$ cat src/rtl/led_pulse_stretcher_pkg.sv
// Shared LED/IO constants: FSM encodings and sizing helpers.
// Future LED blocks reuse these encodings.
package led_pulse_stretcher_pkg;

    localparam logic [1:0] LED_ST_IDLE = 2'd0;
    localparam logic [1:0] LED_ST_ON   = 2'd1;
    localparam logic [1:0] LED_ST_GAP  = 2'd2;

    typedef enum logic [1:0] {
        ST_IDLE = LED_ST_IDLE,
        ST_ON   = LED_ST_ON,
        ST_GAP  = LED_ST_GAP
    } led_state_e;

    // Larger of two positive counts, used to size shared timers.
    function automatic int max_cnt(input int a, input int b);
        return (a > b) ? a : b;
    endfunction

endpackage

$ cat src/rtl/led_pulse_stretcher_rising_edge_detect.sv
// One-cycle pulse on each 0->1 transition of i_Sig.
// History register clears on reset, so a high input after release is an edge.
module rising_edge_detect (
    input  logic i_Clk,
    input  logic i_Rst_L,
    input  logic i_Sig,
    output logic o_Edge
);

    logic prev_q;

    // Remember last cycle's input level.
    always_ff @(posedge i_Clk or negedge i_Rst_L) begin
        if (!i_Rst_L) begin
            prev_q <= 1'b0;
        end else begin
            prev_q <= i_Sig;
        end
    end

    assign o_Edge = i_Sig & ~prev_q;

endmodule

$ cat src/rtl/led_pulse_stretcher.sv
// Stretches each rising edge of i_Event into a visible LED blink.
// Events arriving mid-blink queue in a saturating pending counter.
module led_pulse_stretcher
    import led_pulse_stretcher_pkg::*;
#(
    parameter int c_ON_CYCLES  = 250000,
    parameter int c_GAP_CYCLES = 250000,
    parameter int c_PEND_WIDTH = 4
) (
    input  logic                    i_Clk,
    input  logic                    i_Rst_L,
    input  logic                    i_Event,
    output logic                    o_LED,
    output logic                    o_Busy,
    output logic [c_PEND_WIDTH-1:0] o_Pending,
    output logic                    o_Overflow
);

    localparam int TW = $clog2(max_cnt(c_ON_CYCLES, c_GAP_CYCLES) + 1);
    localparam logic [TW-1:0] ON_LOAD  = TW'(c_ON_CYCLES - 1);
    localparam logic [TW-1:0] GAP_LOAD = TW'(c_GAP_CYCLES - 1);

    logic                    edge_w;
    led_state_e              state_q, state_d;
    logic [TW-1:0]           timer_q, timer_d;
    logic [c_PEND_WIDTH-1:0] pend_q, pend_d;
    logic                    led_q, led_d;
    logic                    busy_q, busy_d;
    logic                    ovf_q, ovf_d;
    logic                    start;
    logic                    take_edge;
    logic                    take_pend;

    rising_edge_detect u_edge (
        .i_Clk   (i_Clk),
        .i_Rst_L (i_Rst_L),
        .i_Sig   (i_Event),
        .o_Edge  (edge_w)
    );

    // Next-state: blink sequencing, then queue bookkeeping.
    always_comb begin
        state_d   = state_q;
        timer_d   = timer_q;
        pend_d    = pend_q;
        led_d     = led_q;
        busy_d    = busy_q;
        ovf_d     = 1'b0;
        start     = 1'b0;
        take_edge = 1'b0;
        take_pend = 1'b0;

        unique case (state_q)
            ST_IDLE: begin
                if (edge_w || (pend_q != '0)) begin
                    start = 1'b1;
                end
            end
            ST_ON: begin
                if (timer_q == '0) begin
                    state_d = ST_GAP;
                    timer_d = GAP_LOAD;
                    led_d   = 1'b0;
                end else begin
                    timer_d = timer_q - 1'b1;
                end
            end
            ST_GAP: begin
                if (timer_q == '0) begin
                    if (edge_w || (pend_q != '0)) begin
                        start = 1'b1;
                    end else begin
                        state_d = ST_IDLE;
                        busy_d  = 1'b0;
                    end
                end else begin
                    timer_d = timer_q - 1'b1;
                end
            end
            default: begin
                state_d = ST_IDLE;
                timer_d = '0;
                led_d   = 1'b0;
                busy_d  = 1'b0;
            end
        endcase

        // A fresh edge is shown before anything already queued.
        if (start) begin
            state_d = ST_ON;
            timer_d = ON_LOAD;
            led_d   = 1'b1;
            busy_d  = 1'b1;
            if (edge_w) begin
                take_edge = 1'b1;
            end else begin
                take_pend = 1'b1;
            end
        end

        if (edge_w && !take_edge) begin
            if (&pend_q) begin
                ovf_d = 1'b1;
            end else begin
                pend_d = pend_q + 1'b1;
            end
        end else if (take_pend) begin
            pend_d = pend_q - 1'b1;
        end
    end

    // State and registered outputs; reset drops any blink and queue.
    always_ff @(posedge i_Clk or negedge i_Rst_L) begin
        if (!i_Rst_L) begin
            state_q <= ST_IDLE;
            timer_q <= '0;
            pend_q  <= '0;
            led_q   <= 1'b0;
            busy_q  <= 1'b0;
            ovf_q   <= 1'b0;
        end else begin
            state_q <= state_d;
            timer_q <= timer_d;
            pend_q  <= pend_d;
            led_q   <= led_d;
            busy_q  <= busy_d;
            ovf_q   <= ovf_d;
        end
    end

    assign o_LED      = led_q;
    assign o_Busy     = busy_q;
    assign o_Pending  = pend_q;
    assign o_Overflow = ovf_q;

endmodule
$ cat config.mk
export PLATFORM = sky130hd
export DESIGN_NAME = led_pulse_stretcher
export DESIGN_NICKNAME = d
export VERILOG_FILES = /design/src/rtl/led_pulse_stretcher_pkg.sv /design/src/rtl/led_pulse_stretcher_rising_edge_detect.sv /design/src/rtl/led_pulse_stretcher.sv
export SDC_FILE = /design/constraint.sdc
export NUM_CORES = 1
export LEC_CHECK = 0
export CAP_MARGIN = 20
export CELL_PAD_IN_SITES_DETAIL_PLACEMENT = 1
export CELL_PAD_IN_SITES_GLOBAL_PLACEMENT = 1
export CORE_UTILIZATION = 35
export CTS_CLUSTER_SIZE = 12
export DETAILED_ROUTE_END_ITERATION = 10
export DONT_BUFFER_PORTS = 1
export PLACE_DENSITY_LB_ADDON = 0.1
export REMOVE_ABC_BUFFERS = 1
export SKIP_LAST_GASP = 1
export SLEW_MARGIN = 20
export SYNTH_ARGS = -nofsm -noshare
export SYNTH_HDL_FRONTEND = slang
export SYNTH_SLANG_ARGS = --single-unit
$ cat constraint.sdc
create_clock -name i_Clk -period 2.2 [get_ports i_Clk]
set_input_delay 0.44 -clock i_Clk [delete_from_list [all_inputs] [get_ports i_Clk]]
set_output_delay 0.44 -clock i_Clk [all_outputs]
set_load 0.02 [all_outputs]
# Word-level counts from Yosys, hierarchy flattened
# Cells that the tools add are included.
# totals
n_memories	0
latchBits	0
register_bits	28
out_inout_bits	7
in_bits	3
mem_bits_ro	0
ramBits	0
elab_cells	65
# op_classes
mux	28
order_cmp	0
n_reduce_logical	15
add_sub_neg	3
n_bitwise	2
div_mod_pow	0
eq_ne	10
shift	0
multipliers	0
# ops
cell	count
18-bit two-way mux	3
18-bit case mux with 3 select lines	1
18-bit zero test	1
18-bit by 1-bit subtractor with 18-bit output (second input constant)	1
1-bit two-way mux	13
4-bit two-way mux	3
3-bit != test (second input constant)	4
2-bit two-way mux	4
4-bit AND reduction	2
1-bit case mux with 2 select lines	3
2-bit case mux with 3 select lines	1
2-bit AND reduction	3
4-bit by 1-bit adder with 4-bit output (second input constant)	1
2-bit by 1-bit != test with 1-bit output (second input constant)	2
2-bit != test (second input constant)	2
4-bit nonzero test	1
2-bit OR reduction	2
4-bit by 1-bit subtractor with 4-bit output (second input constant)	1
3-bit AND reduction	1
2-bit by 1-bit equality test with 1-bit output (second input constant)	1
2-bit equality test (second input constant)	1
2-bit zero test	1
2-bit nonzero test	1
1-bit bitwise AND	1
4 further kinds	4

# Longest topological paths before layout
# Gate-level depths: netlist of run 1.
# logic_depth
word_depth	11
ltp_mapped	13
mapped_depth_nobuf	11

# Modules after synthesis
# A second synthesis of run 1 with hierarchy kept.
# unflattened
hier_cells	207
area_unflattened_um2	1818.0
# by_module_without_submodules
module	seq_area_each_um2	area_each_um2	cells_each	instances
led_pulse_stretcher	675.6	1779.2	205	1
rising_edge_detect	25.0	38.8	2	1

# Worst setup path before layout of run 1
# No wires, ideal clock.
# synth_timing
path_type	register -> register
start	reg timer_q[4]
end	reg pend_q[3] (netlist: o_Pending[3])
slack_ns	-0.245
setup_ns	0.084
path_stages_with_launch	13
t_required_ns	2.116
path_buffers	2
synth_period_minus_slack_ns	2.445
t_arrival_ns	2.361
cell_sequence	dfrtp_1 nor4_4 and3b_1 buf_4 a31oi_1 buf_2 nand2_1 ha_1 a21oi_1 nand2_1 nand3_1 o21ai_0 o22ai_1
# synth_via
elab_chain_len	8
word_cells_on_any_way	11
cone_classes	1 x eq/ne; 5 x mux; 5 x reduce/logical
# synth_rtl
element	line	source
start: declaration	led_pulse_stretcher.sv:25	logic [TW-1:0] timer_q, timer_d;
start signal: assignment	led_pulse_stretcher.sv:123	timer_q <= timer_d;
18-bit zero test (*)	led_pulse_stretcher.sv:69	if (timer_q == '0) begin
1-bit two-way mux (*)	led_pulse_stretcher.sv:69	
1-bit case mux with 2 select lines (*)	led_pulse_stretcher.sv:53	unique case (state_q)
1-bit two-way mux	led_pulse_stretcher.sv:89	if (start) begin
1-bit zero test	led_pulse_stretcher.sv:101	if (edge_w && !take_edge) begin
1-bit logical AND	led_pulse_stretcher.sv:101	
2-bit != test (no line) or 2-bit nonzero test (tied branches)	n/a	
2-bit AND reduction (no line)	n/a	
end signal: assignment	led_pulse_stretcher.sv:124	pend_q <= pend_d;
end: declaration	led_pulse_stretcher.sv:26	logic [c_PEND_WIDTH-1:0] pend_q, pend_d;
# Every way passes the cells marked *; elsewhere a longest branch is shown, timed or not.
# A chain may end at the register's enable or synchronous reset.

# Final worst setup path of run 1
# layout_timing
start	reg timer_q[0]
end	reg timer_q[15]
# layout_via
elab_chain_len	5
word_cells_on_any_way	11
cone_classes	1 x add/sub; 2 x eq/ne; 6 x mux; 2 x reduce/logical
# layout_rtl
element
parallel branches: the longest is 5 deep, another holds 18-bit by 1-bit subtractor with 18-bit output
# Parallel ways; which one is timed is not known. The select of a mux whose other input is x is not followed.

==> flow_summary_export.csv, run 1 <==
group,metric,value,unit
grt,met2_usage,37.4,%
floorplan,row_count,25,
sta,fmax,466,MHz
synth,syn-instance-count,203,
cells_and_area,fin_cells,297,
power_and_ir_drop,leakagePower,0.968,nW
clock_tree,clk_path_buf_depth,2,
grt,use_met1,27.2,%
grt,grt_max_degree,29,
floorplan,fp.dieW,73.7,um
detailed_routing,via_per_inst,5.63,
synth,synth_enable_flop_cells,0,
flow_run,maxCapViolCount,0,
floorplan,initial_core_util,37.1,%
detailed_routing,vias,1671,
cells_and_area,post_route_cells_drive_above_1_share,22.2,%
sta,fin_crit_sh,97.6,%
clock_tree,cts_tree,"yes",
synth,syn_area,1800,um2
power_and_ir_drop,power.total,3.50,mW
floorplan,core,4850,um2
synth,yosys.area.top_type_share,38.9,%
grt,grt_use_total,21.7,%
hold_path,hp-class,"primary input to flop",
grt,grt_pass1_vias,1766,
cells_and_area,n_antenna_cell,0,
detailed_routing,drt_wl_total,5330,um
critical_path,worstSetupStartpointType,"flop",
synth,yosys_register_bits,28,
detailed_routing,dr.pass1.iters,4,
floorplan,dieArea,5430,um2
critical_path,worstPathRequired,2.38,ns
sta,rsz0062_at_grt,"yes",
clock_tree,clock_latency,0.28,ns
power_and_ir_drop,vdd_drop_max,0.600,mV
cells_and_area,layout.nets,243,
floorplan,ioPinCount,10,
place,dp.cells,292,
detailed_routing,wl_per_cell,17.9,um
place,numPortBuffers,0,
synth,yosysTopAreaCell,"dfrtp_1",
clock_tree,htreeDepth,1,
cells_and_area,areaGrowthSynthToFinish,22.9,%
critical_path,crit_type,"flop to flop",
place,dpl.hpwl,4010,um
critical_path,arrival,2.33,ns
grt,grt_use_met3,2.88,%
synth,syn_area_per_cell,8.86,um2
critical_path,end_kind,"flop",
cells_and_area,fin_util,45.6,%
run_status,status,"complete, no violations",
sta,slew_viol_final,0,
synth,synthArstFlopShare,100,%
synth,synth.most_common_cell,"dfrtp_1",
synth,yosys_warnings,0,
synth,synth-main-ff-cell,"dfrtp_1",
sta,worst_slew_pin_slew,0.472,ns
grt,grt_pass1_wl,8860,um
detailed_routing,drtAntennaViolNets,0,
sta,max_slew_margin,68.5,%
sta,hold_viol_final,0,
grt,grt-ovfl-total,0,
synth,netlist_top_cells_area,"dfrtp_1, ha_1, a21oi_1",
detailed_routing,drt_iter0_drc,67,
synth,synthDistinctLibCells,48,
synth,ys_seq_area_share,38.9,%
sta,fin_hold_ws,0.176,ns
clock_tree,clkSinkCount,28,
place,gp_congestion,0.823,
grt,antenna_found_initial,0,
clock_tree,cts-buffers-inserted,3,
sta,finalSetupViolCount,0,
power_and_ir_drop,powerDensity,1580,nW/um2
synth,synth.top_cells.by_count,"dfrtp_1, nor2_1, nand2_1",
clock_tree,clk_pin_slew,0.10,ns
clock_tree,clockRootBuffer,"clkbuf_8",
floorplan,die_h,73.7,um
sta,fin_skew,0.00396,ns
sta,period_minus_slack,2.15,ns
grt,busiest_layer,"met2",
critical_path,worst-path-max-fanout,9,
detailed_routing,drc,0,
-- power by group --
part / total (mW) / internal, mW / leakage, nW / switching (mW)
Combinational: 2.28 / 1.04 / 0.598 / 1.25
Sequential: 0.922 / 0.728 / 0.349 / 0.194
Clock: 0.296 / 0.124 / 0.0216 / 0.173
Total: 3.50 / 1.89 / 0.968 / 1.61
-- layout make-up --
class	count	area (um2)
Multi-Input combinational cell	157	1070
Inverter	9	33.8
Sequential cell	28	701
Clock buffer	3	41.3
Timing Repair Buffer	33	279
Fill cell	572	2640
Tap cell	67	83.8
-- critical path, stage by stage, from the launching register on --
cell	delay, ns
dfrtp_1	0.38
inv_2	0.06
ha_1	0.18
and3b_2	0.22
buf_4	0.17
a31o_4	0.26
buf_6	0.14
or4b_1	0.48
o221a_2	0.14
-- cell usage in the layout, fill, tap and decap left out, drive strengths merged, types with 5 or more instances in the layout --
master / Yosys / layout
nand3: 5 / 5
dfrtp: 28 / 28
nor2: 22 / 22
a31oi: 9 / 9
nor3: 9 / 9
nand2: 19 / 19
o21ai: 10 / 10
nand4: 5 / 5
a21oi: 17 / 17
ha: 7 / 7
inv: 9 / 9
buf: 5 / 32
-- metrics by stage --
stage	TNS [ns]	cell area [um2]	setup WS, ns
6_report	0	2210	0.0534
5_1_grt	-0.0661	2210	-0.0447
4_1_cts	0	2170	0.0218
3_5_place_dp	-0.0527	2080	-0.0527
3_3_place_gp	0	2080	0.0632
2_1_floorplan	-1.12	1750	-0.452
-- metal layers --
layer  wire length, um  vias to the layer above
li1                  -                      803
met1              2470                      833
met2              2630                       26
met3               123                        9
met4               100                        0
met5                 0                        -
-- what timing repair did --
item | 4_1_cts | 5_1_grt
buffers inserted | 0 | 0
pin swaps | 1 | 2
endpoints found under the setup margin | 1 | 4
hold endpoints to repair | 28 | 0
resized for setup | 2 | 12
hold buffers | 2 | 0
-- path summary, 6_finish.rpt --
check                      cells after the start  slack, ns         from       endpoint
min                                            0       0.18      i_Event  u_edge.prev_q
min in group asynchronous                      2       0.59      i_Rst_L    timer_q[15]
min reg2reg                                    1       0.57  timer_q[16]    timer_q[16]
max reg2reg                                    8       0.05   timer_q[0]    timer_q[15]
max                                            8       0.05   timer_q[0]    timer_q[15]
max in group asynchronous                      2       1.45      i_Rst_L  u_edge.prev_q
-- sequential cells by signal, indices dropped and copies added (netlist names) --
signal	flops
u_edge.prev_q	1
o_Pending	4
state_q	2
timer_q	18
o_Overflow	1
o_LED	1
o_Busy	1
-- kinds of logic after synthesis --
kind of cell             share of synthesized area [%]
adder cells (fa/ha/maj)                           5.98
AO/OA/AOI/OAI                                     22.7
AND/OR/NAND/NOR                                   23.4
buffers and inverters                             4.59
multiplexers                                      2.99
XOR/XNOR                                          1.46
flip-flops                                        38.9
(Power assumes the default switching activity.)
==> inputs of run 2 (changes only) <==
--- a/config.mk
+++ b/config.mk
@@ -13,7 +13,6 @@
 export DETAILED_ROUTE_END_ITERATION = 10
 export DONT_BUFFER_PORTS = 1
 export PLACE_DENSITY_LB_ADDON = 0.1
-export REMOVE_ABC_BUFFERS = 1
 export SKIP_LAST_GASP = 1
 export SLEW_MARGIN = 20
 export SYNTH_ARGS = -nofsm -noshare
==> run 2 against run 1 <==
Compared with the run above:
- sequential power increased by 0.7%
- first-iteration DRC count increased by 31%
- global-route usage decreased by 0.40 points
- critical endpoint unchanged
==> flow_summary_export.csv, run 2 (synthesized netlist as in run 1, its figures left out) <==
group,metric,value,unit
run_status,status,"complete, no violations",
sta,max_slew_margin,72.2,%
critical_path,slowest_stage,"or4b_1",
grt,grt_use_met3,2.33,%
sta,hold_viol_final,0,
power_and_ir_drop,power.total,3.55,mW
critical_path,worstSetupStartpointType,"flop",
grt,grt-ovfl-total,0,
sta,fmax,468,MHz
detailed_routing,vias,1727,
power_and_ir_drop,p_seq_share,26.2,%
power_and_ir_drop,p_comb_share,64.4,%
hold_path,hp-class,"primary input to flop",
cells_and_area,most-common-layout-cells,"buf_4, dfrtp_1, nor2_1, nand2_1, a21oi_1",
hold_path,whs_path_depth,0,
cells_and_area,areaGrowthSynthToFinish,25.2,%
detailed_routing,drc,0,
sta,finalSetupViolCount,0,
place,dpl.hpwl,4090,um
cells_and_area,nFillCells,568,
sta,slew_viol_final,0,
detailed_routing,via_per_inst,5.72,
floorplan,ioPinCount,10,
place,dp.cells,292,
synth,synth_fp_nets,214,
detailed_routing,drt_wl_total,5420,um
power_and_ir_drop,powerDensity,1570,nW/um2
clock_tree,clkSinkCount,28,
detailed_routing,drt_iter0_drc,88,
power_and_ir_drop,switching_share,46.0,%
critical_path,worst-path-max-fanout,9,
place,place_ws,-0.00353,ns
critical_path,crit_type,"flop to flop",
floorplan,row_count,25,
detailed_routing,drtAntennaViolNets,0,
floorplan,die_h,73.7,um
power_and_ir_drop,p_int,1.92,mW
grt,antenna_found_initial,0,
critical_path,crit_top_cell,"buf_4",
clock_tree,cts_tree,"yes",
critical_path,cpPeakStageDelay,0.48,ns
grt,grt_max_degree,29,
cells_and_area,fin_util,46.5,%
power_and_ir_drop,vdd_drop_max,0.754,mV
cells_and_area,final_common_cell,"buf_4",
cells_and_area,n_antenna_cell,0,
clock_tree,clock_latency,0.28,ns
sta,rsz0062_at_grt,"yes",
cells_and_area,fin_cells,302,
clock_tree,clk_path_buf_depth,2,
detailed_routing,dr.pass1.iters,4,
critical_path,end_kind,"flop",
sta,fin_crit_sh,97.2,%
place,gp_congestion,0.849,
critical_path,worst-path-buf-inv,3,
cells_and_area,largest_reg_flops,18,
grt,use_met1,27.0,%
flow_run,maxCapViolCount,0,
power_and_ir_drop,leakagePower,0.996,nW
power_and_ir_drop,p_sw,1.63,mW
critical_path,worstSetupPathDepth,8,
critical_path,reg2reg_depth,8,
cells_and_area,post_route_cells_drive_above_1_share,24.3,%
floorplan,initial_core_util,37.1,%
critical_path,worstPathRequired,2.37,ns
grt,grt_use_total,21.3,%
critical_path,arrival,2.31,ns
sta,worst_slew_pin_slew,0.416,ns
sta,setup_ws,0.0613,ns
sta,period_minus_slack,2.14,ns
clock_tree,clockRootBuffer,"clkbuf_8",
power_and_ir_drop,p_clk_share,9.4,%
clock_tree,clk_pin_slew,0.10,ns
clock_tree,htreeDepth,1,
floorplan,fp.dieW,73.7,um
sta,setup_tns,0,ns
critical_path,cp_top_family,"simple AND/OR/NAND/NOR gates",
floorplan,dieArea,5430,um2
grt,grt_pass1_wl,8750,um
sta,fin_skew,0.00338,ns
clock_tree,cts-buffers-inserted,3,
grt,grt_pass1_vias,1822,
cells_and_area,top_register,"timer_q",
floorplan,core,4850,um2
grt,busiest_layer,"met2",
detailed_routing,wl_per_cell,17.9,um
place,numPortBuffers,0,
grt,met2_usage,38.6,%
critical_path,path_cells,"inv_1, ha_1, and3b_2, buf_4, a31o_4, buf_4, or4b_1, o221a_2",
cells_and_area,layout.nets,247,
-- run 2: worst paths after layout --
kind | start | end | slack (ns)
min in group asynchronous | i_Rst_L | timer_q[15] | 0.60
setup / recovery | timer_q[0] | timer_q[15] | 0.06
max in group asynchronous | i_Rst_L | timer_q[4] | 1.43
setup reg to reg | timer_q[0] | timer_q[15] | 0.06
hold reg to reg | timer_q[17] | timer_q[17] | 0.56
hold / removal | i_Event | u_edge.prev_q | 0.18
-- run 2: metrics by stage --
step           instance area (um2)  hold slack, ns
6_report                      2250           0.178
3_5_place_dp                  2110           0.146
2_1_floorplan                 1850           0.144
5_1_grt                       2250           0.164
4_1_cts                       2190           0.172
3_3_place_gp                  2110           0.145
-- run 2: repair_timing --
action / CTS / global route
resized for setup: 1 / 8
endpoints found under the hold margin: 28 / 0
gates cloned: 0 / 0
hold buffers: 2 / 0
setup endpoints to repair: 1 / 3
pin swaps: 0 / 3
buffers inserted: 0 / 4
-- run 2: layer usage --
metal | up-vias | wire (um)
met1 | 892 | 2480
li1 | 816 | -
met2 | 17 | 2810
met3 | 2 | 98
met4 | 0 | 25
met5 | - | 0
-- run 2: final cells by class --
class	count	area [um2]	area share [%]
Clock buffer	4	55.1	2.44
Inverter	9	33.8	1.50
Multi-Input combinational cell	157	1090	48.2
Sequential cell	28	702	31.1
Tap cell	67	83.8	3.72
Timing Repair Buffer	37	293	13.0
-- run 2: power groups by stage --
stage	Sequential, mW	Clock [mW]	Combinational, mW
6_report	0.928	0.335	2.28
2_1_floorplan	1.02	0	1.33
5_1_grt	0.953	0.360	2.51
4_1_cts	0.918	0.345	2.21
3_5_place_dp	0.927	0	2.18
3_3_place_gp	0.919	0	2.08
==> inputs of run 3 (changes only) <==
--- a/config.mk
+++ b/config.mk
@@ -12,7 +12,7 @@
 export CTS_CLUSTER_SIZE = 12
 export DETAILED_ROUTE_END_ITERATION = 10
 export DONT_BUFFER_PORTS = 1
-export PLACE_DENSITY_LB_ADDON = 0.1
+export PLACE_DENSITY = 0.66
 export SKIP_LAST_GASP = 1
 export SLEW_MARGIN = 20
 export SYNTH_ARGS = -nofsm -noshare
==> run 3 against run 2 <==
Compared with the run above:
- clock skew rose by 0.0061 ns
- critical path depth is 3 higher
- combinational power increased by 3%
==> flow_summary_export.csv, run 3 (synthesized netlist as in run 1, its figures left out) <==
group,metric,value,unit
run_status,status,"complete, no violations",
clock_tree,cts_tree,"yes",
sta,fin_crit_sh,97.4,%
cells_and_area,final_area,2250,um2
clock_tree,clk_path_buf_depth,2,
cells_and_area,areaGrowthSynthToFinish,25.3,%
grt,grt_pass1_vias,1924,
floorplan,core,4850,um2
synth,synth_fp_nets,214,
place,dpl.hpwl,4240,um
cells_and_area,fin_util,46.5,%
power_and_ir_drop,p_seq_share,26.1,%
cells_and_area,layout.nets,244,
sta,max_slew_margin,63.7,%
power_and_ir_drop,p_clk_share,9.3,%
detailed_routing,vias,1709,
sta,finalSetupViolCount,0,
clock_tree,clock_latency,0.28,ns
power_and_ir_drop,vdd_drop_max,0.716,mV
cells_and_area,n_antenna_cell,0,
clock_tree,htreeDepth,1,
clock_tree,clockRootBuffer,"clkbuf_8",
flow_run,maxCapViolCount,0,
hold_path,whs_path_depth,0,
floorplan,die_h,73.7,um
place,postPlaceCellArea,2080,um2
power_and_ir_drop,p_comb_share,64.6,%
grt,grt_use_total,22.4,%
detailed_routing,drtAntennaViolNets,0,
hold_path,hp-class,"primary input to flop",
power_and_ir_drop,powerDensity,1600,nW/um2
grt,grt_max_degree,29,
detailed_routing,wl_per_cell,18.5,um
grt,antenna_found_initial,0,
floorplan,row_count,25,
sta,worst_slew_pin_slew,0.544,ns
floorplan,dieArea,5430,um2
critical_path,crit_type,"flop to flop",
critical_path,arrival,2.31,ns
critical_path,worstSetupStartpointType,"flop",
critical_path,crit_start,"timer_q[0]",
detailed_routing,drc,0,
cells_and_area,post_route_cells_drive_above_1_share,25.0,%
clock_tree,clk_pin_slew,0.10,ns
sta,slew_viol_final,0,
critical_path,reg2reg_depth,11,
detailed_routing,drt_wl_total,5540,um
floorplan,fp.dieW,73.7,um
power_and_ir_drop,p_int,1.95,mW
place,gp_congestion,0.874,
power_and_ir_drop,switching_share,46.0,%
detailed_routing,via_per_inst,5.72,
power_and_ir_drop,leakagePower,0.980,nW
critical_path,worst-path-max-fanout,4,
cells_and_area,final_common_cell,"buf_4",
sta,rsz0062_at_grt,"yes",
hold_path,min_from,"i_Event",
power_and_ir_drop,p_sw,1.67,mW
critical_path,worstPathRequired,2.37,ns
sta,period_minus_slack,2.14,ns
sta,setup_ws,0.0568,ns
sta,fmax,467,MHz
place,place_ws,0.00374,ns
power_and_ir_drop,power.total,3.62,mW
detailed_routing,drt_iter0_drc,67,
clock_tree,clkSinkCount,28,
cells_and_area,top_register,"timer_q",
cells_and_area,most-common-layout-cells,"buf_4, dfrtp_1, nor2_1, nand2_1, a21oi_1",
critical_path,end_kind,"flop",
floorplan,initial_core_util,37.1,%
sta,fin_skew,0.00944,ns
detailed_routing,dr.pass1.iters,4,
grt,grt_pass1_wl,9080,um
sta,hold_viol_final,0,
cells_and_area,largest_reg_flops,18,
floorplan,ioPinCount,10,
grt,grt-ovfl-total,0,
place,numPortBuffers,0,
critical_path,r2r_start,"timer_q[0]",
clock_tree,cts-buffers-inserted,3,
==> run 3: power by group through the flow <==
stage / sequential, mW / clock, mW / combinational [mW]
2_1_floorplan: 1.02 / 0 / 1.33
3_3_place_gp: 0.936 / 0 / 2.01
3_5_place_dp: 0.950 / 0 / 2.15
4_1_cts: 0.947 / 0.341 / 2.17
5_1_grt: 0.975 / 0.361 / 2.56
6_report: 0.945 / 0.336 / 2.34
==> run 3: final cells by class <==
class                      count  area (um2)
fill                         572        2590
clock buffer                   4        55.1
inverter                       9        33.8
multi-input combinational    157        1110
timing repair buffer          34         270
tap                           67        83.8
sequential                    28         702
==> run 3: critical path, stage by stage, from the launching register on <==
cell	delay, ns
dfrtp_1	0.38
inv_2	0.05
ha_1	0.19
and3b_2	0.23
a31oi_4	0.23
nand2_4	0.11
ha_4	0.35
nand3_4	0.10
nand2_4	0.08
nand3_2	0.07
o21ai_1	0.16
o22ai_1	0.10
==> run 3: repair_timing <==
action,in CTS,in global routing
buffers inserted,0,4
pin swaps,1,8
endpoints found under the setup margin,1,5
hold endpoints to repair,28,0
cloned,0,0
hold buffers,2,0
gates resized for setup,0,14
==> run 3: layer usage <==
layer | part of all wire (%) | wire length (um) | GRT usage, %
met1 | 45 | 2510 | 27.0
met5 | 0 | 0 | 0
met3 | 1.8 | 97 | 2.74
met2 | 50 | 2790 | 39.8
met4 | 2.6 | 146 | 10.0
==> run 3: worst paths after layout <==
kind | to | slack, ns
hold / removal | u_edge.prev_q | 0.18
min in group asynchronous | timer_q[10] | 0.58
hold reg to reg | timer_q[11] | 0.56
setup reg to reg | o_Pending[3] | 0.06
setup / recovery | o_Pending[3] | 0.06
max in group asynchronous | timer_q[4] | 1.43
==> run 3: through the flow <==
stage	instances	TNS [ns]	hold WS, ns
floorplan	203	-0.139	0.144
finish	299	0	0.180
detailed placement	289	0	0.145
global placement	289	0	0.146
CTS	295	0	0.171
global route	299	-0.0514	0.160
